`src/rtl/funct_issue_ctrl_pkg.sv`:
```
// Shared opcode/funct constants and FSM state encoding for the ALU funct issue controller.
package funct_issue_ctrl_pkg;

    localparam logic [5:0] OP_SPECIAL = 6'h00;
    localparam logic [5:0] OP_JAL     = 6'h03;
    localparam logic [5:0] OP_ADDIU   = 6'h09;
    localparam logic [5:0] OP_SLTI    = 6'h0A;
    localparam logic [5:0] OP_SLTIU   = 6'h0B;
    localparam logic [5:0] OP_ANDI    = 6'h0C;
    localparam logic [5:0] OP_ORI     = 6'h0D;
    localparam logic [5:0] OP_XORI    = 6'h0E;
    localparam logic [5:0] OP_LUI     = 6'h0F;
    localparam logic [5:0] OP_LB      = 6'h20;
    localparam logic [5:0] OP_LW      = 6'h23;
    localparam logic [5:0] OP_LBU     = 6'h24;
    localparam logic [5:0] OP_SB      = 6'h28;
    localparam logic [5:0] OP_SW      = 6'h2B;

    localparam logic [5:0] FUNCT_NOP   = 6'h00;
    localparam logic [5:0] FUNCT_MULT  = 6'h18;
    localparam logic [5:0] FUNCT_MULTU = 6'h19;
    localparam logic [5:0] FUNCT_DIV   = 6'h1A;
    localparam logic [5:0] FUNCT_DIVU  = 6'h1B;
    localparam logic [5:0] FUNCT_ADDU  = 6'h21;
    localparam logic [5:0] FUNCT_AND   = 6'h24;
    localparam logic [5:0] FUNCT_OR    = 6'h25;
    localparam logic [5:0] FUNCT_XOR   = 6'h26;
    localparam logic [5:0] FUNCT_SLT   = 6'h2A;
    localparam logic [5:0] FUNCT_SLTU  = 6'h2B;

    typedef enum logic [1:0] {
        ST_IDLE = 2'd0,
        ST_HOLD = 2'd1,
        ST_BUSY = 2'd2
    } state_e;

    function automatic logic is_muldiv_funct(input logic [5:0] f);
        return (f == FUNCT_MULT) || (f == FUNCT_MULTU) ||
               (f == FUNCT_DIV)  || (f == FUNCT_DIVU);
    endfunction

endpackage

```
`src/rtl/funct_decode.sv`:
```
// Combinational decode of (op, funct_in) into ALU funct, multi-cycle flag and mul/div select.
module funct_decode
    import funct_issue_ctrl_pkg::*;
#(
    parameter int OP_W          = 6,
    parameter int FUNCT_W       = 6,
    parameter bit ENABLE_MULDIV = 1'b1
) (
    input  logic [OP_W-1:0]    op,
    input  logic [FUNCT_W-1:0] funct_in,
    output logic [FUNCT_W-1:0] funct,
    output logic               is_multi,
    output logic               div_sel
);

    always_comb begin
        funct = FUNCT_NOP;
        case (op)
            OP_SPECIAL:                                   funct = funct_in;
            OP_LUI, OP_JAL, OP_ORI:                       funct = FUNCT_OR;
            OP_LB, OP_LBU, OP_LW, OP_SB, OP_SW, OP_ADDIU: funct = FUNCT_ADDU;
            OP_ANDI:                                      funct = FUNCT_AND;
            OP_XORI:                                      funct = FUNCT_XOR;
            OP_SLTI:                                      funct = FUNCT_SLT;
            OP_SLTIU:                                     funct = FUNCT_SLTU;
            default:                                      funct = FUNCT_NOP;
        endcase
    end

    assign is_multi = ENABLE_MULDIV && (op == OP_SPECIAL) && is_muldiv_funct(funct_in);
    // DIV/DIVU (1A/1B) differ from MULT/MULTU (18/19) only in bit 1.
    assign div_sel  = funct_in[1];

endmodule

```
`src/rtl/funct_issue_ctrl.sv`:
```
// Registered, handshaked ALU funct issue stage with multi-cycle mul/div sequencing.
module funct_issue_ctrl
    import funct_issue_ctrl_pkg::*;
#(
    parameter int OP_W          = 6,
    parameter int FUNCT_W       = 6,
    parameter int MUL_CYCLES    = 4,
    parameter int DIV_CYCLES    = 33,
    parameter bit ENABLE_MULDIV = 1'b1
) (
    input  logic               clk,
    input  logic               rst,
    input  logic               in_valid,
    output logic               in_ready,
    input  logic [OP_W-1:0]    op,
    input  logic [FUNCT_W-1:0] funct_in,
    input  logic               flush,
    output logic               out_valid,
    input  logic               out_ready,
    output logic [FUNCT_W-1:0] funct_out,
    output logic               is_multi,
    output logic               md_start,
    output logic               md_abort,
    output logic               stall_req
);

    localparam int CNT_W = $clog2(DIV_CYCLES + 1);
    localparam logic [CNT_W-1:0] MUL_LOAD = CNT_W'(MUL_CYCLES - 1);
    localparam logic [CNT_W-1:0] DIV_LOAD = CNT_W'(DIV_CYCLES - 1);

    logic [FUNCT_W-1:0] dec_funct;
    logic               dec_multi;
    logic               dec_div;

    state_e             state_q;
    logic [CNT_W-1:0]   cnt_q;
    logic [FUNCT_W-1:0] funct_q;
    logic               out_valid_q;
    logic               is_multi_q;
    logic               md_start_q;
    logic               md_abort_q;
    logic               stall_q;
    logic               accept;

    funct_decode #(
        .OP_W          (OP_W),
        .FUNCT_W       (FUNCT_W),
        .ENABLE_MULDIV (ENABLE_MULDIV)
    ) u_decode (
        .op       (op),
        .funct_in (funct_in),
        .funct    (dec_funct),
        .is_multi (dec_multi),
        .div_sel  (dec_div)
    );

    assign in_ready = !flush && (state_q != ST_BUSY) && (!out_valid_q || out_ready);
    assign accept   = in_valid && in_ready;

    always_ff @(posedge clk or negedge rst) begin
        if (!rst) begin
            state_q     <= ST_IDLE;
            cnt_q       <= '0;
            funct_q     <= FUNCT_NOP;
            out_valid_q <= 1'b0;
            is_multi_q  <= 1'b0;
            md_start_q  <= 1'b0;
            md_abort_q  <= 1'b0;
            stall_q     <= 1'b0;
        end else begin
            md_start_q <= 1'b0;
            md_abort_q <= 1'b0;
            if (flush) begin
                md_abort_q  <= (state_q == ST_BUSY);
                state_q     <= ST_IDLE;
                cnt_q       <= '0;
                out_valid_q <= 1'b0;
                is_multi_q  <= 1'b0;
                stall_q     <= 1'b0;
            end else begin
                case (state_q)
                    ST_BUSY: begin
                        if (cnt_q == '0) begin
                            state_q     <= ST_HOLD;
                            out_valid_q <= 1'b1;
                            is_multi_q  <= 1'b1;
                            stall_q     <= 1'b0;
                        end else begin
                            cnt_q <= cnt_q - CNT_W'(1);
                        end
                    end
                    default: begin
                        if (accept) begin
                            // Multi-cycle funct is latched here; invisible until out_valid rises.
                            funct_q <= dec_funct;
                            if (dec_multi) begin
                                state_q     <= ST_BUSY;
                                md_start_q  <= 1'b1;
                                stall_q     <= 1'b1;
                                out_valid_q <= 1'b0;
                                is_multi_q  <= 1'b0;
                                cnt_q       <= dec_div ? DIV_LOAD : MUL_LOAD;
                            end else begin
                                state_q     <= ST_HOLD;
                                out_valid_q <= 1'b1;
                                is_multi_q  <= 1'b0;
                            end
                        end else if (out_ready) begin
                            state_q     <= ST_IDLE;
                            out_valid_q <= 1'b0;
                            is_multi_q  <= 1'b0;
                        end
                    end
                endcase
            end
        end
    end

    assign out_valid = out_valid_q;
    assign funct_out = funct_q;
    assign is_multi  = is_multi_q;
    assign md_start  = md_start_q;
    assign md_abort  = md_abort_q;
    assign stall_req = stall_q;

endmodule

```
`config.mk`:
```
export PLATFORM = sky130hd
export DESIGN_NAME = funct_issue_ctrl
export DESIGN_NICKNAME = d
export VERILOG_FILES = /design/src/rtl/funct_issue_ctrl_pkg.sv /design/src/rtl/funct_decode.sv /design/src/rtl/funct_issue_ctrl.sv
export SDC_FILE = /design/constraint.sdc
export NUM_CORES = 1
export LEC_CHECK = 0
export CORE_MARGIN = 3
export CORE_UTILIZATION = 49
export DETAILED_ROUTE_END_ITERATION = 16
export PLACE_DENSITY_LB_ADDON = 0.25
export SYNTH_ARGS = -nofsm -noshare
export SYNTH_HDL_FRONTEND = slang
export SYNTH_HIERARCHICAL = 1
export SYNTH_SLANG_ARGS = --single-unit
export TNS_END_PERCENT = 1
```
`constraint.sdc`:
```
create_clock -name clk -period 1.9 [get_ports clk]
set_clock_uncertainty 0.15 [all_clocks]
set_input_delay 0.475 -clock clk [delete_from_list [all_inputs] [get_ports clk]]
set_output_delay 0.475 -clock clk [all_outputs]
set_load 0.02 [all_outputs]
```
==> flow_metrics.tcl <==
set metrics [dict create \
    status "complete, no violations" \
    syn-cell-area_um2 1190 \
    first_global_vias 1198 \
    timing.rr.start "out_valid$_DFFE_PN0P_" \
    antenna_left 0 \
    cts-htree-levels 1 \
    rows 17 \
    overflow 0 \
    maxCapViolCount 0 \
    synth_seq_cells 18 \
    clockBufferDepth 2 \
    gp_congestion 0.801 \
    p_leak_nw 0.948 \
    hpwlAfterDp_um 2310 \
    async_flop_share_pct 100 \
    numClockSinks 18 \
    vias 1159 \
    worstPathArrival_ns 1.95 \
    path_buf_inv 1 \
    clk_latency_ns 0.29 \
    yosysWarnings 6 \
    n_fill_cell 143 \
    die_area_um2 3050 \
    cp_slowest_stage_delay_ns 0.46 \
    ys_types 48 \
    antenna_found_initial 0 \
    met3_usage_pct 3.27 \
    coreArea_um2 2250 \
    wire_per_inst_um 16.2 \
    pwr_density_cell_nw_per_um2 483 \
    grt_max_degree 19 \
    crit_chain "clkdlybuf4s50_1 > and3_4 > and3_4 > o2111ai_4 > a211oi_2 > mux2i_1" \
    finalNetCount 191 \
    ys_seq_area_share_pct 37.9 \
    cts_buffers 3 \
    cts-root-buf "clkbuf_4" \
    grt_busiest_layer "met2" \
    post-route-drc-count 0 \
    crit_required_ns 1.98 \
    path_delay_family "buffers and inverters" \
    drive_gt1_share_pct 34.5 \
    timing.fmax_mhz 533 \
    drv_slew 0 \
    firstDrtPassIters 4 \
    grtUsageMet2_pct 35.0 \
    synthCells 123 \
    relSlewSlack_pct 78.6 \
    die_y_um 55.2 \
    gr-usage-met1_pct 24.2 \
    worstRegToRegCells 5 \
    setup_violations 0 \
    wl_um 3220 \
    r2r-end "cnt_q[5]$_DFFE_PN0P_" \
    cp_max_fo 7 \
    slowest_stage "clkdlybuf4s50_1" \
    finalSetupTns_ns 0 \
    fin_crit_ns 1.88 \
    reg2reg_setup_slack_ns 0.05 \
    hold_buffers 0 \
    critPathCaptureType "flip-flop" \
    finalHoldViolCount 0 \
    cpMostUsedCell "and3_4" \
    post-route-period-util_pct 98.8 \
    timing.hold.ws_ns 0.359 \
    synthFlopType "dfrtp_1" \
    syn_area_per_cell_um2 9.65 \
    area.growth.synth_to_final_pct 47.1 \
    setup.worst_path.class "in -> reg" \
    die_x_um 55.2 \
    hold_class "in -> async" \
    dr.first_iter.drc_count 22 \
    diodes 0 \
    synth_edf_count 0 \
    port-buffer-count 28 \
    grt_pass1_wl_um 5120 \
    critPathLaunchType "input port" \
    worst_slew_pin_slew_ns 0.320 \
    grt_setup_unrepaired "yes" \
    boundaryPins 29 \
    cts_tree "yes" \
    clk_pin_slew_worst_paths_ns 0.11 \
    start_util_pct 52.7 \
    syn_nets 142 \
    ir_worst_vdd_mv 0.402 \
    grt.total_usage_pct 20.7 \
    vias_per_cell 5.82 \
]
## sequential cells by signal (all words and copies together) (netlist names)
register and cells:
funct_out 6, md_abort 1, stall_req 1, is_multi 1, md_start 1, out_valid 1
cnt_q 6, state_q 1
## cell families (layout without fill, tap and decap cells)
kind of cell / count (synthesis) / in the layout / synth area share, %
adders and majority gates: 2 / 2 / 2.11
AOI/OAI and AO/OA: 27 / 27 / 17.0
muxes: 9 / 9 / 8.22
and+or+nand+nor: 51 / 51 / 27.0
buffers and inverters: 15 / 63 / 7.06
xor gates and xnor gates: 1 / 1 / 0.738
DFF: 18 / 18 / 37.9
## routing by layer
layer	routed length, um	vias up
met3	148	14
met4	102	0
li1	-	543
met5	0	-
met1	1290	548
met2	1680	54
## how the worst max path moves through the flow
stage / start / end / slack [ns] / cells after the start
6_report: funct_in[4] / cnt_q[3]$_DFFE_PN0P_ / 0.02 / 6
5_1_grt: op[1] / cnt_q[3]$_DFFE_PN0P_ / -0.09 / 7
4_1_cts: out_ready / in_ready / -0.15 / 5
3_5_place_dp: op[2] / cnt_q[0]$_DFFE_PN0P_ / -0.76 / 7
3_3_place_gp: op[2] / cnt_q[0]$_DFFE_PN0P_ / -0.70 / 7
2_1_floorplan: op[3] / cnt_q[0]$_DFFE_PN0P_ / -0.16 / 7
## worst reg2reg max path, cell delays in order (launching register included)
cell	delay, ns
dfrtp_1	0.43
buf_4	0.18
or4b_1	0.51
nor3_1	0.20
o21ai_0	0.14
o32ai_1	0.15
## synthesized netlist by cell type (2+ instances only)
master,instances,share of area [%]
nand3b_1,4,2.5
o21ai_0,7,3.0
and2_1,3,1.6
ha_1,2,2.1
nand3_1,5,2.1
nand2b_1,3,1.6
buf_4,2,1.3
nor3_1,2,0.84
mux2i_1,3,2.5
and3_1,2,1.1
a21oi_1,2,0.84
a211o_1,3,2.2
o2111ai_1,2,1.5
dfrtp_1,18,38
a211oi_1,5,3.2
mux2_2,6,5.7
buf_6,2,1.9
inv_1,6,1.9
clkbuf_1,2,0.63
nand2_1,8,2.5
nor2b_1,2,1.1
nor2_1,8,2.5
## area by class of cell
cell class,instances,area [um2],area share (%)
multi-input cells,90,708,40.5
well taps,28,35.0,2.01
inverters,7,26.3,1.50
flip-flops and latches,18,450,25.8
clock buffers,4,36.3,2.08
repair buffers,52,490,28.1
## per-stage QoR
stage / cells / utilization, % / setup WS (ns) / cell area (um2) / power, mW
final: 199 / 77.5 / 0.0230 / 1750 / 0.843
after global routing: 199 / 77.5 / -0.0925 / 1750 / 0.879
after CTS: 199 / 74.6 / -0.152 / 1680 / 0.847
after detailed placement: 193 / 71.4 / -0.759 / 1610 / 0.604
after global placement: 193 / 71.4 / -0.703 / 1610 / 0.599
after floorplan: 123 / - / -0.156 / 1210 / 0.497
## where the power goes
group | internal (mW) | switching (mW)
logic | 0.104 | 0.0956
registers | 0.395 | 0.00600
clock network | 0.117 | 0.126
total | 0.616 | 0.227
## what timing repair did
| action | 4_1_cts | 5_1_grt |
|---|---|---|
| hold endpoints to repair | 0 | 0 |
| setup buffers | 2 | 0 |
| resized for setup | 17 | 36 |
| pin swaps | 4 | 4 |
| setup endpoints to repair | 13 | 18 |
## cell usage in the layout (no fill, tap or decap), types with 3 or more instances in the layout
cell and count:
buf_4 24, nand2b_1 3, clkdlybuf4s50_1 9, nand2_1 7, o21ai_0 6, mux2i_1 3, nor2_1 6, dfrtp_1 18
a211o_1 3, nand3_1 5, inv_1 6, clkbuf_4 3, dlymetal6s2s_1 13, mux2_2 6, a211oi_2 4, nand3b_1 4
No activity file was read; power rests on OpenSTA's default activity.
